==> config.mk <==
export PLATFORM = sky130hd
export DESIGN_NAME = l2_mem_ctrl
export DESIGN_NICKNAME = d
export VERILOG_FILES = /design/src/rtl/l2_mem_ctrl.sv
export SDC_FILE = /design/constraint.sdc
export NUM_CORES = 1
export LEC_CHECK = 0
export CAP_MARGIN = 20
export CORE_MARGIN = 5
export CORE_UTILIZATION = 47
export CTS_CLUSTER_DIAMETER = 200
export DETAILED_ROUTE_END_ITERATION = 7
export PLACE_DENSITY_LB_ADDON = 0.1
export SLEW_MARGIN = 40
export SYNTH_ARGS = -nofsm -noshare
export SYNTH_HDL_FRONTEND = slang
export SYNTH_SLANG_ARGS = --single-unit
==> constraint.sdc <==
create_clock -name CLK -period 5.82 [get_ports CLK]
set_clock_uncertainty 0.2 [all_clocks]
set_input_delay 1.164 -clock CLK [delete_from_list [all_inputs] [get_ports CLK]]
set_output_delay 1.164 -clock CLK [all_outputs]
set_load 0.1 [all_outputs]
==> src/rtl/l2_mem_ctrl.sv <==
// l2_mem_ctrl: splits 64-bit doubleword read/write requests from the bus
// controller into two 32-bit word beats toward memory (low word first).
//
// Parameters:
//   TIMEOUT   - consecutive memwait-high cycles within one beat before the
//               transaction is abandoned with L2_ERROR.
// Ports:
//   CLK, RST  - clock; synchronous active-high reset
//   l2REN/l2WEN, l2addr, l2store - doubleword request (write has priority)
//   l2load    - read data, updated only by read-beat capture or buffer hit
//   l2state   - FREE=0, BUSY=1, ACCESS=2, ERROR=3
//   memREN/memWEN, memaddr, memstore - word strobes, address and write data
//   memload, memwait - word read data; high memwait stretches the beat
// Build option:
//   L2_LINE_BUFFER_EN - adds a one-entry doubleword buffer; reads that hit it
//                       complete without any memory access.
module l2_mem_ctrl #(
    parameter int unsigned TIMEOUT = 64
) (
    input  logic        CLK,
    input  logic        RST,
    input  logic        l2REN,
    input  logic        l2WEN,
    input  logic [31:0] l2addr,
    input  logic [63:0] l2store,
    output logic [63:0] l2load,
    output logic [1:0]  l2state,
    output logic        memREN,
    output logic        memWEN,
    output logic [31:0] memaddr,
    output logic [31:0] memstore,
    input  logic [31:0] memload,
    input  logic        memwait
);

    localparam logic [1:0] L2_FREE   = 2'd0;
    localparam logic [1:0] L2_BUSY   = 2'd1;
    localparam logic [1:0] L2_ACCESS = 2'd2;
    localparam logic [1:0] L2_ERROR  = 2'd3;

    // Counter only needs to hold 0..TIMEOUT-1.
    localparam int unsigned CntW = (TIMEOUT > 1) ? $clog2(TIMEOUT) : 1;
    localparam logic [CntW-1:0] CntLast = CntW'(TIMEOUT - 1);

    typedef enum logic [2:0] {StIdle, StRd0, StRd1, StWr0, StWr1, StDone, StErr} state_t;

    state_t          state_q;
    logic [28:0]     dw_addr_q;  // latched doubleword address (byte address [31:3])
    logic [63:0]     data_q;
    logic [63:0]     load_q;
    logic [CntW-1:0] cnt_q;

    logic in_rd, in_wr, beat_hi;

    // Byte-lane bits of the request address carry no information.
    logic unused_addr_lsb;
    assign unused_addr_lsb = ^l2addr[2:0];

`ifdef L2_LINE_BUFFER_EN
    logic        buf_valid_q;
    logic [28:0] buf_addr_q;
    logic [63:0] buf_data_q;
    logic        buf_hit;

    assign buf_hit = buf_valid_q && (buf_addr_q == l2addr[31:3]);
`endif

    always_ff @(posedge CLK) begin
        if (RST) begin
            state_q   <= StIdle;
            dw_addr_q <= '0;
            data_q    <= '0;
            load_q    <= '0;
            cnt_q     <= '0;
`ifdef L2_LINE_BUFFER_EN
            buf_valid_q <= 1'b0;
            buf_addr_q  <= '0;
            buf_data_q  <= '0;
`endif
        end else begin
            unique case (state_q)
                StIdle: begin
                    cnt_q <= '0;
                    if (l2WEN) begin
                        state_q   <= StWr0;
                        dw_addr_q <= l2addr[31:3];
                        data_q    <= l2store;
`ifdef L2_LINE_BUFFER_EN
                        // Write-through: the entry tracks the latest write.
                        buf_valid_q <= 1'b1;
                        buf_addr_q  <= l2addr[31:3];
                        buf_data_q  <= l2store;
`endif
                    end else if (l2REN) begin
                        dw_addr_q <= l2addr[31:3];
                        data_q    <= l2store;
`ifdef L2_LINE_BUFFER_EN
                        if (buf_hit) begin
                            load_q  <= buf_data_q;
                            state_q <= StDone;
                        end else begin
                            state_q <= StRd0;
                        end
`else
                        state_q <= StRd0;
`endif
                    end
                end
                StRd0, StRd1: begin
                    if (!memwait) begin
                        cnt_q <= '0;
                        if (state_q == StRd0) begin
                            load_q[31:0] <= memload;
                            state_q      <= StRd1;
                        end else begin
                            load_q[63:32] <= memload;
                            state_q       <= StDone;
`ifdef L2_LINE_BUFFER_EN
                            buf_valid_q <= 1'b1;
                            buf_addr_q  <= dw_addr_q;
                            buf_data_q  <= {memload, load_q[31:0]};
`endif
                        end
                    end else if (cnt_q == CntLast) begin
                        state_q <= StErr;
                    end else begin
                        cnt_q <= cnt_q + CntW'(1);
                    end
                end
                StWr0, StWr1: begin
                    if (!memwait) begin
                        cnt_q   <= '0;
                        state_q <= (state_q == StWr0) ? StWr1 : StDone;
                    end else if (cnt_q == CntLast) begin
                        state_q <= StErr;
                    end else begin
                        cnt_q <= cnt_q + CntW'(1);
                    end
                end
                StDone: begin
                    state_q <= StIdle;
                end
                StErr: begin
                    state_q <= StIdle;
`ifdef L2_LINE_BUFFER_EN
                    buf_valid_q <= 1'b0;
`endif
                end
                default: begin
                    state_q <= StIdle;
                end
            endcase
        end
    end

    // Memory-side outputs decode the registered state, so they are stable
    // for the whole beat and drop to zero outside an active beat.
    assign in_rd   = (state_q == StRd0) || (state_q == StRd1);
    assign in_wr   = (state_q == StWr0) || (state_q == StWr1);
    assign beat_hi = (state_q == StRd1) || (state_q == StWr1);

    assign memREN   = in_rd;
    assign memWEN   = in_wr;
    assign memaddr  = (in_rd || in_wr) ? {dw_addr_q, beat_hi, 2'b00} : '0;
    assign memstore = in_wr ? (beat_hi ? data_q[63:32] : data_q[31:0]) : '0;
    assign l2load   = load_q;

    always_comb begin
        l2state = L2_FREE;
        unique case (state_q)
            StIdle:                     l2state = L2_FREE;
            StRd0, StRd1, StWr0, StWr1: l2state = L2_BUSY;
            StDone:                     l2state = L2_ACCESS;
            StErr:                      l2state = L2_ERROR;
            default:                    l2state = L2_FREE;
        endcase
    end

endmodule

==> out/results.ini <==
[run_status]
run_status = finished, final reports clean

[yosys]
synth_largest_area_cell = dfxtp_1
synth_top_area_share = 0.4992
muxShareOfSynthArea = 0.02706
synthAdderAreaFrac = 0.003571
ys.flop_type = dfxtp_1
synth-simple-area-share = 0.2500
synth_edf_count = 0
synth_common_cells = nand2_1 (319), a21oi_1 (171), dfxtp_1 (166)
netlist_area_mm2 = 0.006658
yosys_warnings = 0
ys_top_cells_by_area = dfxtp_1 (50%), nand2_1 (18%), a21oi_1 (13%)
synth-compound-area-share = 0.1659
synth-seq-area-share = 0.4992
postSynthAreaPerCell_um2 = 7.679
async_reset_ff_frac = 0
synth-seq-cells = 166
synth_xor_area_frac = 0.001316
ys_types = 43
synth_top_family_by_area = simple AND/OR/NAND/NOR gates
synth_cells = 867
yosysMostFrequentCell = nand2_1

[die]
rows = 43
die_x_um = 129.0
start_util = 0.4796
die_height_um = 129.0
ios = 265
die_area_mm2 = 0.01664
coreArea_mm2 = 0.01388

[timing]
worstMarginPinSlew_ns = 0.8009
setup_viol = 0
clock.fmax_mhz = 257.9
grt_setup_unrepaired = false
post-route-period-util = 0.6662
hold_viol_final = 0
maxSlewViolCount = 0
maxSlewHeadroom = 0.4661
layout_min_cycle_time_ns = 3.877
tns_ns = 0

[cells_and_area]
final_nets = 1225
stdcell_area_mm2 = 0.009410
drive_above_1_share = 0.1641
fillers = 1234
diodes = 0
area_delta_synth_final_pct = 41.35

[clocking]
cts.path.max_buffers = 2
insertion_delay_ns = 0.41
cts_resized = 0
cts_setup_buffers = 0
cts-htree-levels = 4
cts_hold_buf = 0
cts_made_buffers = 17
clock_sinks = 166
cts.clk_slew.worst_paths_ns = 0.06
root_buffer = clkbuf_16
cts_tree = built

[setup_path]
critPathTopFamily = simple AND/OR/NAND/NOR gates
critical_path_class = reg2out
crit_fanout = 19
end_kind = output port
worstPathCellList = nor2_1 -> and2_1 -> nor2_4 -> nor2_1 -> buf_4
cp-startpoint = state_q[0]
arrival_ns = 2.51
cp.required_ns = 4.46
r2r_slack_ns = 3.37
cp_slowest_stage_delay_ns = 0.65
critical_path.most_common_cell = nor2_1
reg2reg_from = state_q[0]
cp-start-kind = flip-flop
worstSetupEndpoint = memstore[2]
critPathSlowestCell = dfxtp_1
crit_buf_inv = 1
crit_cells = 5
r2r-end = data_q[48]
reg2regPathDepth = 5

[placed_design]
dpl_cell_area_mm2 = 0.008837
port_buffers = 259
gp_congestion = 0.8110
hpwlAfterDp_um = 12380

[flow_run]
maxCapViolCount = 0

[power_and_ir_drop]
seq_power_share = 0.363
power_density_mw_per_mm2 = 390.6
power_leakage_nw = 3.801
internal-power_mw = 2.249
p_sw_mw = 1.427
combinationalPowerShare = 0.342
power_frac_clock = 0.295
vdd_ir_drop_max_uv = 223.5
switching_share = 0.3882

[route]
ant_nets = 0
vias = 6333
wl_per_cell_um = 14.34
firstDrtPassIters = 4
first_iter_violations = 251
via_per_inst = 4.936
wirelength_um = 18390
drc_errors = 0

[hold_path]
worstHoldPathType = reg2reg
hp-start = dw_addr_q[2]

[grt]
antenna_found_initial = 0
grt_pass1_vias = 5798
grt_pass1_wl_um = 28920
track_usage = 0.2143
grt_overflow = 0
grt_max_degree = 88

[kinds of logic (layout without fill, tap and decap cells)]
family                   after synthesis  in the layout
multiplexers                          18             18
flip-flops                           166            166
AO/OA/AOI/OAI                        204            204
AND/OR/NAND/NOR                      401            401
adder cells (fa/ha/maj)                2              2
other                                  1              2
XOR/XNOR                               1              1
buffers and inverters                 74            309
[layer usage]
metal  wire [um]  global-route usage  up-vias
met5           0                   0        -
met4         386             0.07783        0
met3        1559             0.06554       20
met2        8588              0.3405      212
met1        7858              0.2768     2819
li1            -                   -     3282
[power by group through the flow]
stage | sequential, mW | combinational [mW] | clock [mW]
global placement | 1.36 | 1.27 | 0
floorplan | 1.55 | 0.761 | 0
global route | 1.35 | 1.34 | 1.16
detailed placement | 1.36 | 1.26 | 0
CTS | 1.33 | 1.27 | 1.11
finish | 1.33 | 1.26 | 1.08
[placed cells by master, fill, tap and decap left out, types with 2 or more instances in the layout]
cell type	n
clkinv_2	2
or3_1	6
dfxtp_1	166
clkdlybuf4s50_1	128
nor2b_1	2
o31ai_1	2
clkinvlp_4	4
buf_4	65
clkbuf_1	4
conb_1	2
clkbuf_8	2
nor2_1	25
a22o_1	14
clkbuf_16	17
nor4_1	2
nand3_1	2
and2_1	30
a21oi_1	170
buf_12	3
mux2i_1	18
nand2_1	319
nor3_2	2
nand2b_1	2
bufinv_16	2
inv_1	6
o21ai_0	8
buf_2	74
[through the flow]
stage | setup slack [ns] | util | hold WS [ns] | power (mW) | cells
global placement | 1.829 | 0.6603 | 0.2370 | 2.630 | 1250
finish | 1.943 | 0.6779 | 0.2483 | 3.676 | 1283
global route | 1.754 | 0.6779 | 0.2637 | 3.854 | 1283
CTS | 1.607 | 0.6776 | 0.2507 | 3.711 | 1283
floorplan | 1.800 | - | 0.2317 | 2.313 | 868
detailed placement | 2.056 | 0.6367 | 0.2418 | 2.622 | 1252
[worst min-delay path: stages, from the launching register on]
cell and delay (ns):
dfxtp_1 0.30, nand2_1 0.05, a21oi_1 0.05
[sequential cells by signal, indices dropped and copies added, names as in the netlist]
register   count
data_q        64
l2load        64
dw_addr_q     29
cnt_q          6
state_q        3
[area by class of cell]
class,instances,area [um^2],area share
clock buffers,23,467.9,0.04973
clock inverters,8,100.1,0.01064
inverters,6,22.52,0.002393
multi-input cells,628,3029,0.3219
flip-flops and latches,166,3323,0.3531
well taps,180,225.2,0.02393
repair buffers,272,2242,0.2383
[worst min path at each step]
stage / endpoint / slack [ns] / depth (start not counted)
4_1_cts: dw_addr_q[4] / 0.25 / 2
3_3_place_gp: dw_addr_q[8] / 0.24 / 2
5_1_grt: l2load[30] / 0.26 / 2
2_1_floorplan: dw_addr_q[0] / 0.23 / 2
6_report: dw_addr_q[2] / 0.25 / 2
3_5_place_dp: dw_addr_q[4] / 0.24 / 2
No activity file was read; power rests on OpenSTA's default activity.
